--- config.mk ---
export PLATFORM = sky130hd
export DESIGN_NAME = store_rs_param_flat
export DESIGN_NICKNAME = d
export VERILOG_FILES = /design/src/rtl/store_rs_if.sv /design/src/rtl/store_rs_param.sv /design/src/flat_wrapper.sv
export SDC_FILE = /design/constraint.sdc
export NUM_CORES = 1
export LEC_CHECK = 0
export ABC_AREA = 1
export ABC_CLOCK_PERIOD_IN_PS = 12150
export BUFFER_PORTS_ARGS = -buffer_cell sky130_fd_sc_hd__buf_2
export CAP_MARGIN = 20
export CORE_MARGIN = 2
export CORE_UTILIZATION = 45
export CTS_CLUSTER_SIZE = 25
export DETAILED_ROUTE_END_ITERATION = 10
export PLACE_DENSITY = 0.61
export SYNTH_ARGS = -nofsm -noshare
export SYNTH_HDL_FRONTEND = slang
export SYNTH_SLANG_ARGS = --single-unit
export TNS_END_PERCENT = 30
--- constraint.sdc ---
create_clock -name clock -period 12.15 [get_ports clock]
set_clock_uncertainty 0.15 [all_clocks]
set_input_delay 2.43 -clock clock [delete_from_list [all_inputs] [get_ports clock]]
set_output_delay 2.43 -clock clock [all_outputs]
set_load 0.1 [all_outputs]
--- src/rtl/store_rs_if.sv ---
// Dispatch, CDB, flush and issue signals of the store reservation station.
// master = dispatch/CDB/consumer side, slave = the reservation station.
interface store_rs_if #(
    parameter int DATA_W = 32,
    parameter int TAG_W  = 6,
    parameter int NCDB   = 2
);
    logic                     flush;
    logic                     disp_valid;
    logic                     disp_ready;
    logic [TAG_W-1:0]         disp_rob;
    logic [DATA_W-1:0]        disp_data1;
    logic [TAG_W-1:0]         disp_q1;
    logic [DATA_W-1:0]        disp_data2;
    logic [TAG_W-1:0]         disp_q2;
    logic [DATA_W-1:0]        disp_offset;
    logic [NCDB-1:0]          cdb_valid;
    logic [NCDB*TAG_W-1:0]    cdb_tag;
    logic [NCDB*DATA_W-1:0]   cdb_data;
    logic                     iss_valid;
    logic                     iss_ready;
    logic [TAG_W-1:0]         iss_rob;
    logic [DATA_W-1:0]        iss_value;
    logic [DATA_W-1:0]        iss_addr;

    modport master (
        output flush, disp_valid, disp_rob, disp_data1, disp_q1, disp_data2, disp_q2,
               disp_offset, cdb_valid, cdb_tag, cdb_data, iss_ready,
        input  disp_ready, iss_valid, iss_rob, iss_value, iss_addr
    );

    modport slave (
        input  flush, disp_valid, disp_rob, disp_data1, disp_q1, disp_data2, disp_q2,
               disp_offset, cdb_valid, cdb_tag, cdb_data, iss_ready,
        output disp_ready, iss_valid, iss_rob, iss_value, iss_addr
    );
endinterface

--- src/rtl/store_rs_param.sv ---
// Parametrised store reservation station: CDB operand capture, oldest-first issue.
// Optional STORE_RS_ALIGN_CHECK_EN adds the iss_misalign output.
module store_rs_param #(
    parameter int DEPTH       = 4,
    parameter int DATA_W      = 32,
    parameter int TAG_W       = 6,
    parameter int NCDB        = 2,
    parameter int INVALID_TAG = 16
) (
    input  logic                   clock,
    input  logic                   reset,
    store_rs_if.slave              bus,
    output logic [$clog2(DEPTH):0] occupancy
`ifdef STORE_RS_ALIGN_CHECK_EN
    ,
    output logic                   iss_misalign
`endif
);
    localparam int IDX_W = $clog2(DEPTH);
    localparam logic [TAG_W-1:0] INV = TAG_W'(INVALID_TAG);

    typedef struct packed {
        logic              hit;
        logic [DATA_W-1:0] data;
    } snoop_t;

    logic [DEPTH-1:0]  busy;
    logic [DEPTH-1:0]  busy_nxt;
    logic [DEPTH-1:0]  eligible;
    // age[i][j] = 1 when entry i was dispatched before entry j (diagonal held at 1)
    logic [DEPTH-1:0]  age    [DEPTH];
    logic [TAG_W-1:0]  rob    [DEPTH];
    logic [TAG_W-1:0]  q1     [DEPTH];
    logic [TAG_W-1:0]  q2     [DEPTH];
    logic [DATA_W-1:0] v1     [DEPTH];
    logic [DATA_W-1:0] v2     [DEPTH];
    logic [DATA_W-1:0] offset [DEPTH];
    snoop_t            cap1   [DEPTH];
    snoop_t            cap2   [DEPTH];
    snoop_t            byp1;
    snoop_t            byp2;
    logic              accept;
    logic              load;
    logic              take;
    logic              sel_found;
    logic [IDX_W-1:0]  free_idx;
    logic [IDX_W-1:0]  sel_idx;
    logic [DATA_W-1:0] sel_addr;

    // Lowest channel index wins when several channels carry the same tag.
    function automatic snoop_t snoop(
        input logic [TAG_W-1:0]       q,
        input logic [NCDB-1:0]        vld,
        input logic [NCDB*TAG_W-1:0]  tags,
        input logic [NCDB*DATA_W-1:0] datas
    );
        snoop_t r;
        r = '0;
        if (q != INV) begin
            for (int k = NCDB - 1; k >= 0; k--) begin
                if (vld[k] && (tags[k*TAG_W +: TAG_W] == q)) begin
                    r.hit  = 1'b1;
                    r.data = datas[k*DATA_W +: DATA_W];
                end
            end
        end
        return r;
    endfunction

    assign bus.disp_ready = ~&busy;

    always_comb begin
        for (int i = 0; i < DEPTH; i++) begin
            cap1[i]     = snoop(q1[i], bus.cdb_valid, bus.cdb_tag, bus.cdb_data);
            cap2[i]     = snoop(q2[i], bus.cdb_valid, bus.cdb_tag, bus.cdb_data);
            eligible[i] = busy[i] && (q1[i] == INV) && (q2[i] == INV);
        end
        byp1 = snoop(bus.disp_q1, bus.cdb_valid, bus.cdb_tag, bus.cdb_data);
        byp2 = snoop(bus.disp_q2, bus.cdb_valid, bus.cdb_tag, bus.cdb_data);

        free_idx = '0;
        for (int i = DEPTH - 1; i >= 0; i--) begin
            if (!busy[i]) free_idx = IDX_W'(i);
        end

        // The oldest eligible entry is older than every other eligible entry.
        sel_idx   = '0;
        sel_found = 1'b0;
        for (int i = 0; i < DEPTH; i++) begin
            if (eligible[i] && ((eligible & ~age[i]) == '0)) begin
                sel_idx   = IDX_W'(i);
                sel_found = 1'b1;
            end
        end
        sel_addr = v2[sel_idx] + offset[sel_idx];

        accept = bus.disp_valid && bus.disp_ready && !bus.flush;
        load   = !bus.iss_valid || bus.iss_ready;
        take   = load && sel_found && !bus.flush;

        busy_nxt = busy;
        if (take)      busy_nxt[sel_idx]  = 1'b0;
        if (accept)    busy_nxt[free_idx] = 1'b1;
        if (bus.flush) busy_nxt = '0;

        occupancy = '0;
        for (int i = 0; i < DEPTH; i++) begin
            occupancy = occupancy + {{IDX_W{1'b0}}, busy[i]};
        end
    end

    // Control stage: busy bits and issue register
    always_ff @(posedge clock or posedge reset) begin
        if (reset) begin
            busy          <= '0;
            bus.iss_valid <= 1'b0;
            bus.iss_rob   <= INV;
            bus.iss_value <= '0;
            bus.iss_addr  <= '0;
`ifdef STORE_RS_ALIGN_CHECK_EN
            iss_misalign  <= 1'b0;
`endif
        end else begin
            busy <= busy_nxt;
            if (bus.flush) begin
                bus.iss_valid <= 1'b0;
            end else if (load) begin
                bus.iss_valid <= sel_found;
                if (sel_found) begin
                    bus.iss_rob   <= rob[sel_idx];
                    bus.iss_value <= v1[sel_idx];
                    bus.iss_addr  <= sel_addr;
`ifdef STORE_RS_ALIGN_CHECK_EN
                    iss_misalign  <= |sel_addr[1:0];
`endif
                end
            end
        end
    end

    // Entry payload stage: operand capture, dispatch write, age update
    always_ff @(posedge clock) begin
        for (int i = 0; i < DEPTH; i++) begin
            if (busy[i] && cap1[i].hit) begin
                v1[i] <= cap1[i].data;
                q1[i] <= INV;
            end
            if (busy[i] && cap2[i].hit) begin
                v2[i] <= cap2[i].data;
                q2[i] <= INV;
            end
        end
        if (accept) begin
            rob[free_idx]    <= bus.disp_rob;
            offset[free_idx] <= bus.disp_offset;
            v1[free_idx]     <= byp1.hit ? byp1.data : bus.disp_data1;
            q1[free_idx]     <= byp1.hit ? INV : bus.disp_q1;
            v2[free_idx]     <= byp2.hit ? byp2.data : bus.disp_data2;
            q2[free_idx]     <= byp2.hit ? INV : bus.disp_q2;
            for (int j = 0; j < DEPTH; j++) begin
                age[j][free_idx] <= 1'b1;
            end
            age[free_idx] <= DEPTH'(1) << free_idx;
        end
    end
endmodule

--- src/flat_wrapper.sv ---
// flat-port wrapper written by rule: the top's interface ports become plain ports
module store_rs_param_flat 
#(
    parameter int DEPTH       = 4,
    parameter int DATA_W      = 32,
    parameter int TAG_W       = 6,
    parameter int NCDB        = 2,
    parameter int INVALID_TAG = 16
)
  (clock, reset, occupancy, bus_flush, bus_disp_valid, bus_disp_rob, bus_disp_data1, bus_disp_q1, bus_disp_data2, bus_disp_q2, bus_disp_offset, bus_cdb_valid, bus_cdb_tag, bus_cdb_data, bus_iss_ready, bus_disp_ready, bus_iss_valid, bus_iss_rob, bus_iss_value, bus_iss_addr);
  store_rs_if #(.DATA_W(DATA_W), .TAG_W(TAG_W), .NCDB(NCDB)) bus_i ();
  input  logic clock;
  input  logic reset;
  output logic [$clog2(DEPTH):0] occupancy;
  input wire logic [$bits(bus_i.flush)-1:0] bus_flush;
  input wire logic [$bits(bus_i.disp_valid)-1:0] bus_disp_valid;
  input wire logic [$bits(bus_i.disp_rob)-1:0] bus_disp_rob;
  input wire logic [$bits(bus_i.disp_data1)-1:0] bus_disp_data1;
  input wire logic [$bits(bus_i.disp_q1)-1:0] bus_disp_q1;
  input wire logic [$bits(bus_i.disp_data2)-1:0] bus_disp_data2;
  input wire logic [$bits(bus_i.disp_q2)-1:0] bus_disp_q2;
  input wire logic [$bits(bus_i.disp_offset)-1:0] bus_disp_offset;
  input wire logic [$bits(bus_i.cdb_valid)-1:0] bus_cdb_valid;
  input wire logic [$bits(bus_i.cdb_tag)-1:0] bus_cdb_tag;
  input wire logic [$bits(bus_i.cdb_data)-1:0] bus_cdb_data;
  input wire logic [$bits(bus_i.iss_ready)-1:0] bus_iss_ready;
  output wire logic [$bits(bus_i.disp_ready)-1:0] bus_disp_ready;
  output wire logic [$bits(bus_i.iss_valid)-1:0] bus_iss_valid;
  output wire logic [$bits(bus_i.iss_rob)-1:0] bus_iss_rob;
  output wire logic [$bits(bus_i.iss_value)-1:0] bus_iss_value;
  output wire logic [$bits(bus_i.iss_addr)-1:0] bus_iss_addr;
  assign bus_i.flush = bus_flush;
  assign bus_i.disp_valid = bus_disp_valid;
  assign bus_i.disp_rob = bus_disp_rob;
  assign bus_i.disp_data1 = bus_disp_data1;
  assign bus_i.disp_q1 = bus_disp_q1;
  assign bus_i.disp_data2 = bus_disp_data2;
  assign bus_i.disp_q2 = bus_disp_q2;
  assign bus_i.disp_offset = bus_disp_offset;
  assign bus_i.cdb_valid = bus_cdb_valid;
  assign bus_i.cdb_tag = bus_cdb_tag;
  assign bus_i.cdb_data = bus_cdb_data;
  assign bus_i.iss_ready = bus_iss_ready;
  assign bus_disp_ready = bus_i.disp_ready;
  assign bus_iss_valid = bus_i.iss_valid;
  assign bus_iss_rob = bus_i.iss_rob;
  assign bus_iss_value = bus_i.iss_value;
  assign bus_iss_addr = bus_i.iss_addr;
  store_rs_param #(.DEPTH(DEPTH), .DATA_W(DATA_W), .TAG_W(TAG_W), .NCDB(NCDB), .INVALID_TAG(INVALID_TAG)) u_core (.clock(clock), .reset(reset), .bus(bus_i), .occupancy(occupancy));
endmodule
* Yosys cells after proc, flatten, opt, wreduce, memory -nomap -nowiden
Memories as Yosys holds them, arrays and structs flattened. A register that Yosys moved wholly into a read port is not among the register bits. Index checks and enable logic that the tools add are counted.
Word-level totals: bits in registers 37, bits in latches 0, RAM bits 472, bits in read-only memories 0, input bits 197, output and inout bits 75, memories kept 7
Operators by class: add/subtract/negate cells 4, multiply operators 0, div/mod/pow operators 0, order comparisons 4, eq/ne operators 38, shift-type cells 1, muxes and demuxes 73, bitwise logic cells 12, reductions and logical operators 57
Memories:
- u_core.offset | words 4, width 32, read ports 1, clocked after Yosys merged registers in 0, write ports 1, RTL line store_rs_param.sv:37 | logic [DATA_W-1:0] offset [DEPTH];
- u_core.v1 | words 4, width 32, read ports 1, clocked after Yosys merged registers in 1, write ports 5, RTL line store_rs_param.sv:35 | logic [DATA_W-1:0] v1 [DEPTH];
- u_core.v2 | words 4, width 32, read ports 1, clocked after Yosys merged registers in 0, write ports 5, RTL line store_rs_param.sv:36 | logic [DATA_W-1:0] v2 [DEPTH];
- u_core.q1 | words 4, width 6, read ports 4, clocked after Yosys merged registers in 0, write ports 5, RTL line store_rs_param.sv:33 | logic [TAG_W-1:0] q1 [DEPTH];
- u_core.q2 | words 4, width 6, read ports 4, clocked after Yosys merged registers in 0, write ports 5, RTL line store_rs_param.sv:34 | logic [TAG_W-1:0] q2 [DEPTH];
- u_core.rob | words 4, width 6, read ports 1, clocked after Yosys merged registers in 1, write ports 1, RTL line store_rs_param.sv:32 | logic [TAG_W-1:0] rob [DEPTH];
- 1 more memories
Operator list (count):
- 33-bit two-way mux | 30
- 6-bit == test | 20
- 32-bit two-way mux | 2
- 6-bit by 5-bit != test with 1-bit output (second input constant) | 10
- 6-bit by 5-bit == test with 1-bit output (second input constant) | 8
- 1-bit logical AND | 46
- 32-bit adder | 1
- 1-bit two-way mux | 27
- 4-bit bitwise AND | 5
- 4-bit NOT | 5
- 4-bit logical NOT | 4
- 4-bit two-way mux | 4
- 2-bit two-way mux | 6
- 6-bit two-way mux | 2
- 3-bit by 1-bit adder with 3-bit output | 2
- 2-bit by 3-bit < comparator with 1-bit output (second input constant) | 2
- 1-bit demux with 2-bit select | 2
- 2-bit by 1-bit >= comparator with 1-bit output (second input constant) | 2
- 4-bit bitwise OR | 1
- 4-bit AND reduction | 1
- 1-bit by 2-bit << shifter with 4-bit output (first input constant) | 1
- 1-bit logical NOT | 3
- 3-bit AND reduction | 1
- 1-bit by 1-bit adder with 2-bit output | 1
- 3 further kinds | 3

* Longest topological paths before layout
Gate-level depths: netlist of the first run. An unclocked memory read counts as a cell.
word-level depth 20, depth in mapped cells 29, gate-level depth less buffers 27

* Worst setup path after synthesis of the first run
No wires, ideal clock.
path kind in2reg, from in bus_cdb_tag[7], to mem u_core.q2[0][0], enable pin, library setup time 0.491 ns, arrival 6.308 ns, data required time 11.509 ns, path slack 5.201 ns, stages on the path 8, buffers on the path 2, path through buf_2 > inv_2 > buf_4 > nand2_1 > nand2_1 > a2111oi_0 > a21oi_1 > o31ai_1
RTL lines:
- start: declaration | RTL line flat_wrapper.sv:24 | input wire logic [$bits(bus_i.cdb_tag)-1:0] bus_cdb_tag;
- end: declaration | RTL line store_rs_param.sv:34

==> results of run 1 <==
metal layers:
layer / vias to the layer above / track usage / wire, µm
li1: 12900 / - / -
met1: 13500 / 0.441 / 46900
met2: 1954 / 0.514 / 53700
met3: 375 / 0.0637 / 13500
met4: 8 / 0.196 / 7710
met5: - / 0 / 50
Yosys cell counts (34+ instances only):
cell	count
nor2_1	240
buf_2	36
inv_1	249
nand2_1	576
a21oi_1	126
nand3_1	207
o2111ai_1	42
o21ai_0	475
edfxtp_1	460
or2_2	34
clkbuf_1	179
o211ai_1	222
dfrtp_1	74
o21ai_1	62
o22ai_1	115
power breakdown:
group	internal [µW]	switching, µW	total, µW
clock	1040	791	1830
combinational	141	392	532
sequential	2090	21.8	2120
total	3270	1200	4480
logic make-up (layout without fill, tap and decap cells):
group | Yosys count | in the layout | synth area share
fa+ha+maj | 35 | 35 | 0.0145
simple gates | 1158 | 1158 | 0.161
compound gates | 1162 | 1162 | 0.230
other cells | 0 | 1 | 0
xor+xnor | 46 | 46 | 0.0129
mux | 2 | 2 | 0.000642
buf+inv | 541 | 705 | 0.0703
flops | 547 | 547 | 0.511
flip-flops by register name, indices dropped and copies added (netlist names), 12 cells and up, named ones only:
| name | cells |
|---|---|
| u_core.age | 12 |
| u_core.bus.iss_value | 32 |
| u_core.q1 | 24 |
| u_core.v2 | 128 |
| u_core.rob | 24 |
| u_core.offset | 128 |
| u_core.q2 | 24 |
| u_core.v1 | 128 |
| u_core.bus.iss_addr | 32 |
final timing paths:
check,cells past startpoint,endpoint,start
max,24,u_core.bus.iss_addr[28],u_core.q1[0][3]
min,2,u_core.age[2][3],u_core.age[2][3]
max reg2reg,24,u_core.bus.iss_addr[28],u_core.q1[0][3]
min reg2reg,2,u_core.age[2][3],u_core.age[2][3]
max in group asynchronous,3,u_core.busy[2],reset
min in group asynchronous,2,u_core.bus.iss_addr[25],reset
stage by stage:
stage	cells	setup slack [ns]
after detailed placement	4469	6.21
after global routing	4587	5.70
after floorplan	3491	5.20
after CTS	4583	6.21
after global placement	4468	6.24
final	4587	6.02
critical path, stage by stage, from the launching register on:
cell,delay (ns)
edfxtp_1,0.47
nor2_1,0.25
nand3_2,0.62
nor2_4,0.38
nand3_2,0.14
nand2_1,0.14
nor2_4,0.07
inv_1,0.20
nand2_4,0.28
nand2_2,0.12
buf_4,0.56
o22ai_1,0.14
nor2_1,0.20
ha_1,0.23
inv_1,0.09
fa_1,0.47
o21ai_0,0.49
nand3_1,0.15
nand3_1,0.17
nand3_1,0.09
o211ai_1,0.10
xor2_1,0.17
nand2_1,0.06
o21ai_0,0.11
inv_1,0.06
cell type report:
type,count,area [µm²],area share
antenna,1,2.50,0.0000714
inverter,269,1020,0.0291
clock buffer,77,1600,0.0455
timing repair buffer,322,1800,0.0515
tap,931,1160,0.0332
clock inverter,37,340,0.00971
multi-input combinational,2403,13200,0.376
sequential,547,15900,0.455
==> reports/metrics.cfg, run 1 <==
[routing]
drtIter0Drc = 4045
dr.pass1.iters = 6
drc = 0
routedWlPerCell_um = 26.6
ant_nets = 0
vias = 28700
wl_um = 122000
vias_per_cell = 6.26

[place]
hpwl_um = 77700
portBuffers = 271
post_dp_cell_area_um2 = 33000
gp_congestion = 0.957

[clocking]
cts.repair.resized = 0
cts.sinks = 547
cts_hold_buf = 0
clock_tree.htree_level_count = 2
numCtsBuffers = 60
cts_setup_buffers = 0
clockBufferDepth = 3
cts_tree = done
clkLatencyLatePin_ns = 0.65
path_clk_slew_ns = 0.06
cts_root_buffer = clkbuf_16

[logic_synthesis]
synth_nets = 3723
netlist.area_leader.share = 0.443
synth_warnings = 0
ys_seq_area_frac = 0.511
async_reset_ff_frac = 0.137
postSynthCellCount = 3491
synth_area_leaders = edfxtp_1 44%, o21ai_0 7.6%, nand2_1 6.9%
syn_area_per_cell_um2 = 8.93
ys_ff_latch = 547
synthFlopType = edfxtp_1
synth_edf_count = 460
synthDistinctLibCells = 59
netlist_area_um2 = 31200
synth.largest_area_cell = edfxtp_1

[global_route]
gr-total-overflow = 0
grt_pass1_wl_um = 176000
antenna_found_initial = 8
grt_pass1_vias = 27000
grt_max_degree = 70
gr-usage-all-layers = 0.334

[final_layout]
final_util = 0.511
layout_commonest_cell = nand2_1
layout-drive-gt1-share = 0.161
layout-area-overhead-vs-synth_pct = 12.4
fillers = 6430
final_area_um2 = 35100
final_cell_mix = 564 x nand2_1, 475 x o21ai_0, 460 x edfxtp_1, 271 x buf_2, 246 x inv_1
fin_nets = 3835

[setup_path]
crit_required_ns = 12.52
crit_type = reg -> reg
rrSetupSlack_ns = 6.02
path_max_fanout = 48
cp.arrival_ns = 6.51
end_kind = flip-flop
start_kind = flip-flop

[timing]
rsz0062_at_grt = false
fmax_ghz = 0.163
hold_ws_ns = 0.315
worst-slew-pin-transition_ns = 1.23
tns_ns = 0
final-hold-violation-count = 0
max_slew_margin = 0.178
timing.final.crit_share = 0.505
setup_viol = 0
min_period_ns = 6.13
drv_slew = 0

[run_status]
status = finished, final reports clean

[die]
die_width_um = 267
die_h_um = 267
ios = 272
rows = 96
dieArea_um2 = 71400
start_util = 0.455
core_um2 = 68600

[flow_run]
max-cap-violations = 0

[power]
power_leakage_uw = 0.0141
total_power_uw = 4480
power_density_nw_per_um2 = 128
ir_drop_mv = 0.117

[worst_hold_path]
worstHoldPathType = reg -> reg

Power figures use the tool's default switching activity.
==> run 2: changes to the inputs <==
--- a/config.mk
+++ b/config.mk
@@ -6,14 +6,14 @@
 export NUM_CORES = 1
 export LEC_CHECK = 0
 export ABC_AREA = 1
-export ABC_CLOCK_PERIOD_IN_PS = 12150
+export ABC_CLOCK_PERIOD_IN_PS = 5080
 export BUFFER_PORTS_ARGS = -buffer_cell sky130_fd_sc_hd__buf_2
 export CAP_MARGIN = 20
 export CORE_MARGIN = 2
 export CORE_UTILIZATION = 45
 export CTS_CLUSTER_SIZE = 25
 export DETAILED_ROUTE_END_ITERATION = 10
-export PLACE_DENSITY = 0.61
+export PLACE_DENSITY = 0.63
 export SYNTH_ARGS = -nofsm -noshare
 export SYNTH_HDL_FRONTEND = slang
 export SYNTH_SLANG_ARGS = --single-unit
==> constraint.sdc (replaced) <==
create_clock -name clock -period 5.08 [get_ports clock]
set_clock_uncertainty 0.15 [all_clocks]
set_input_delay 1.016 -clock clock [delete_from_list [all_inputs] [get_ports clock]]
set_output_delay 1.016 -clock clock [all_outputs]
set_load 0.1 [all_outputs]
==> reports/metrics.cfg, run 2 (same netlist as run 1, synthesis figures left out) <==
[run_status]
status = finished, final reports clean

[final_layout]
top_regs = u_core.offset x128, u_core.v1 x128, u_core.v2 x128
fin_nets = 3863  ; +0.73%
layout-area-overhead-vs-synth_pct = 13.7
layout-drive-gt1-share = 0.168  ; +0.00692
final_area_um2 = 35500  ; +1.1%
final_cell_mix = 565 x nand2_1, 475 x o21ai_0, 460 x edfxtp_1, 271 x buf_2, 245 x inv_1
layout_commonest_cell = nand2_1

[die]
core_um2 = 68600  ; unchanged
dieArea_um2 = 71400  ; unchanged
start_util = 0.455  ; unchanged
rows = 96  ; unchanged
die_width_um = 267  ; unchanged
ios = 272  ; unchanged
die_h_um = 267  ; unchanged

[timing]
finalWorstSetupSlack_ns = 0.390  ; -5.63 ns
tns_ns = 0  ; unchanged
final-hold-violation-count = 0  ; unchanged
rsz0062_at_grt = false
setup_viol = 0  ; unchanged
timing.final.crit_share = 0.923  ; +0.418
fmax_ghz = 0.213  ; +31%
max_slew_margin = 0.193  ; +0.0142
worst-slew-pin-transition_ns = 1.21  ; -0.0203 ns
min_period_ns = 4.69  ; -1.44 ns
drv_slew = 0  ; unchanged

[setup_path]
cp.arrival_ns = 5.05  ; -1.46 ns
cp_cell_sequence = nor2_1, nand2_1, nor2_2, nand3_2, nand2_1, inv_1, nand2_2, buf_12, nor2_1, o21ai_0, o21ai_0, nor2_1, inv_1, fa_1, o21ai_0, nand3_1, nand3_1, nand3_1, o211ai_1, xor2_1, nand2_1, o21ai_0, inv_1
path_max_fanout = 18  ; -63%
crit_required_ns = 5.44  ; -7.08 ns
crit_type = reg -> reg
crit_top_cell = o21ai_0
end_kind = flip-flop
start_kind = flip-flop
rrSetupSlack_ns = 0.39  ; -5.63 ns
cp_slowest_cell = edfxtp_1
max_stage_delay_ns = 0.46  ; -0.16 ns
reg2reg_depth = 23  ; -4.2%
rr_endpoint = u_core.bus.iss_addr[28]
rr_startpoint = u_core.q2[0][1]

[routing]
drtIter0Drc = 3709  ; -8.3%
ant_nets = 0  ; unchanged
routedWlPerCell_um = 25.7  ; -3.3%
vias_per_cell = 6.24  ; -0.39%
vias = 28800  ; +0.26%
wl_um = 119000  ; -2.7%
drc = 0  ; unchanged
dr.pass1.iters = 7  ; +1

[place]
hpwl_um = 77800  ; about the same
post_dp_cell_area_um2 = 33400  ; +1.1%
portBuffers = 271  ; unchanged
gp_congestion = 0.980  ; +2.5%
place_ws_ns = 0.520  ; -5.69 ns

[power]
p_int_uw = 8020  ; +150%
power_leakage_uw = 0.0142  ; +1.3%
clockPowerShare = 0.418  ; +0.010
pwr-share-seq = 0.464  ; -0.009
power_density_nw_per_um2 = 307  ; +140%
combPwrFrac = 0.118  ; about the same
total_power_uw = 10900  ; +140%
swShare = 0.264  ; -0.00526
ir_drop_mv = 0.270  ; +130%
switchingPower_uw = 2880  ; +140%

[clocking]
cts_setup_buffers = 0  ; unchanged
cts_tree = done
cts.sinks = 547  ; unchanged
clock_tree.htree_level_count = 2  ; unchanged
clkLatencyLatePin_ns = 0.64  ; about the same
numCtsBuffers = 61  ; +1.7%
clockBufferDepth = 3  ; unchanged
cts_root_buffer = clkbuf_16
path_clk_slew_ns = 0.06  ; about the same
cts_hold_buf = 0  ; unchanged

[global_route]
grt_pass1_vias = 26900  ; -0.28%
gr-total-overflow = 0  ; unchanged
gr-usage-all-layers = 0.325  ; -0.00932
grt_max_degree = 89  ; +27%
antenna_found_initial = 11  ; +3
grt_pass1_wl_um = 173000  ; -1.8%

[worst_hold_path]
worstHoldPathType = in -> async

[flow_run]
max-cap-violations = 0  ; unchanged

-- run 2: cell types whose count changed in the layout (fill, tap and decap cells not counted), sizes merged --
cell      previous run  this run
buf                322       349
clkinv              31        23
clkbuf              77        83
clkinvlp             2         5
bufinv               5         7
diode                1         3
inv                268       266
-- run 2: what timing repair did --
item,CTS,global route
endpoints found under the hold margin,0,0
setup endpoints to repair,0,1
resized for setup,0,1
-- run 2: area by class of cell --
cell class	count	area [µm²]
clock buffer	83	1680
sequential	547	15900
tap	931	1160
inverter	269	1020
clock inverter	32	348
antenna	3	7.51
multi-input combinational	2403	13200
fill	6336	33100
timing repair buffer	349	2120
-- run 2: power by group through the flow --
stage | Combinational (µW) | Clock [µW] | Sequential [µW]
2_1_floorplan | 701 | 0 | 5200
3_3_place_gp | 1250 | 0 | 5150
6_report | 1280 | 4550 | 5060
4_1_cts | 1250 | 4560 | 5060
5_1_grt | 1370 | 4740 | 5070
3_5_place_dp | 1250 | 0 | 5150
-- run 2: routing by layer --
metal	track usage	wire length (µm)	part of all wire
met1	0.427	44900	0.38
met3	0.0682	13200	0.11
met2	0.495	52600	0.44
met5	0	80	0.00067
met4	0.194	7770	0.065
-- run 2: per-stage QoR --
step / hold slack (ns) / cells / utilization
floorplan: 0.286 / 3491 / -
global placement: 0.304 / 4499 / 0.487
detailed placement: 0.306 / 4499 / 0.487
CTS: 0.290 / 4614 / 0.517
global route: 0.325 / 4617 / 0.517
finish: 0.277 / 4617 / 0.517
-- run 2: critical path: cells and delay by family, from the launching register on --
kind,cells,cell delay (ns)
simple gates,12,1.87
buf+inv,4,0.43
xor+xnor,1,0.16
fa+ha+maj,1,0.46
flops,1,0.46
compound gates,5,1.05
-- run 2: worst max-delay path by stage --
stage | end | cells after the start | slack, ns | start
6_report | u_core.bus.iss_addr[28] | 23 | 0.39 | u_core.q2[0][1]
3_3_place_gp | u_core.bus.iss_addr[28] | 22 | 0.47 | u_core.q1[1][1]
3_5_place_dp | u_core.bus.iss_addr[28] | 21 | 0.52 | u_core.q1[3][0]
5_1_grt | u_core.bus.iss_addr[28] | 23 | 0.009 | u_core.q2[0][3]
4_1_cts | u_core.bus.iss_addr[28] | 21 | 0.50 | u_core.q1[3][0]
2_1_floorplan | u_core.q2[0][0] | 8 | 0.72 | bus_cdb_tag[7]
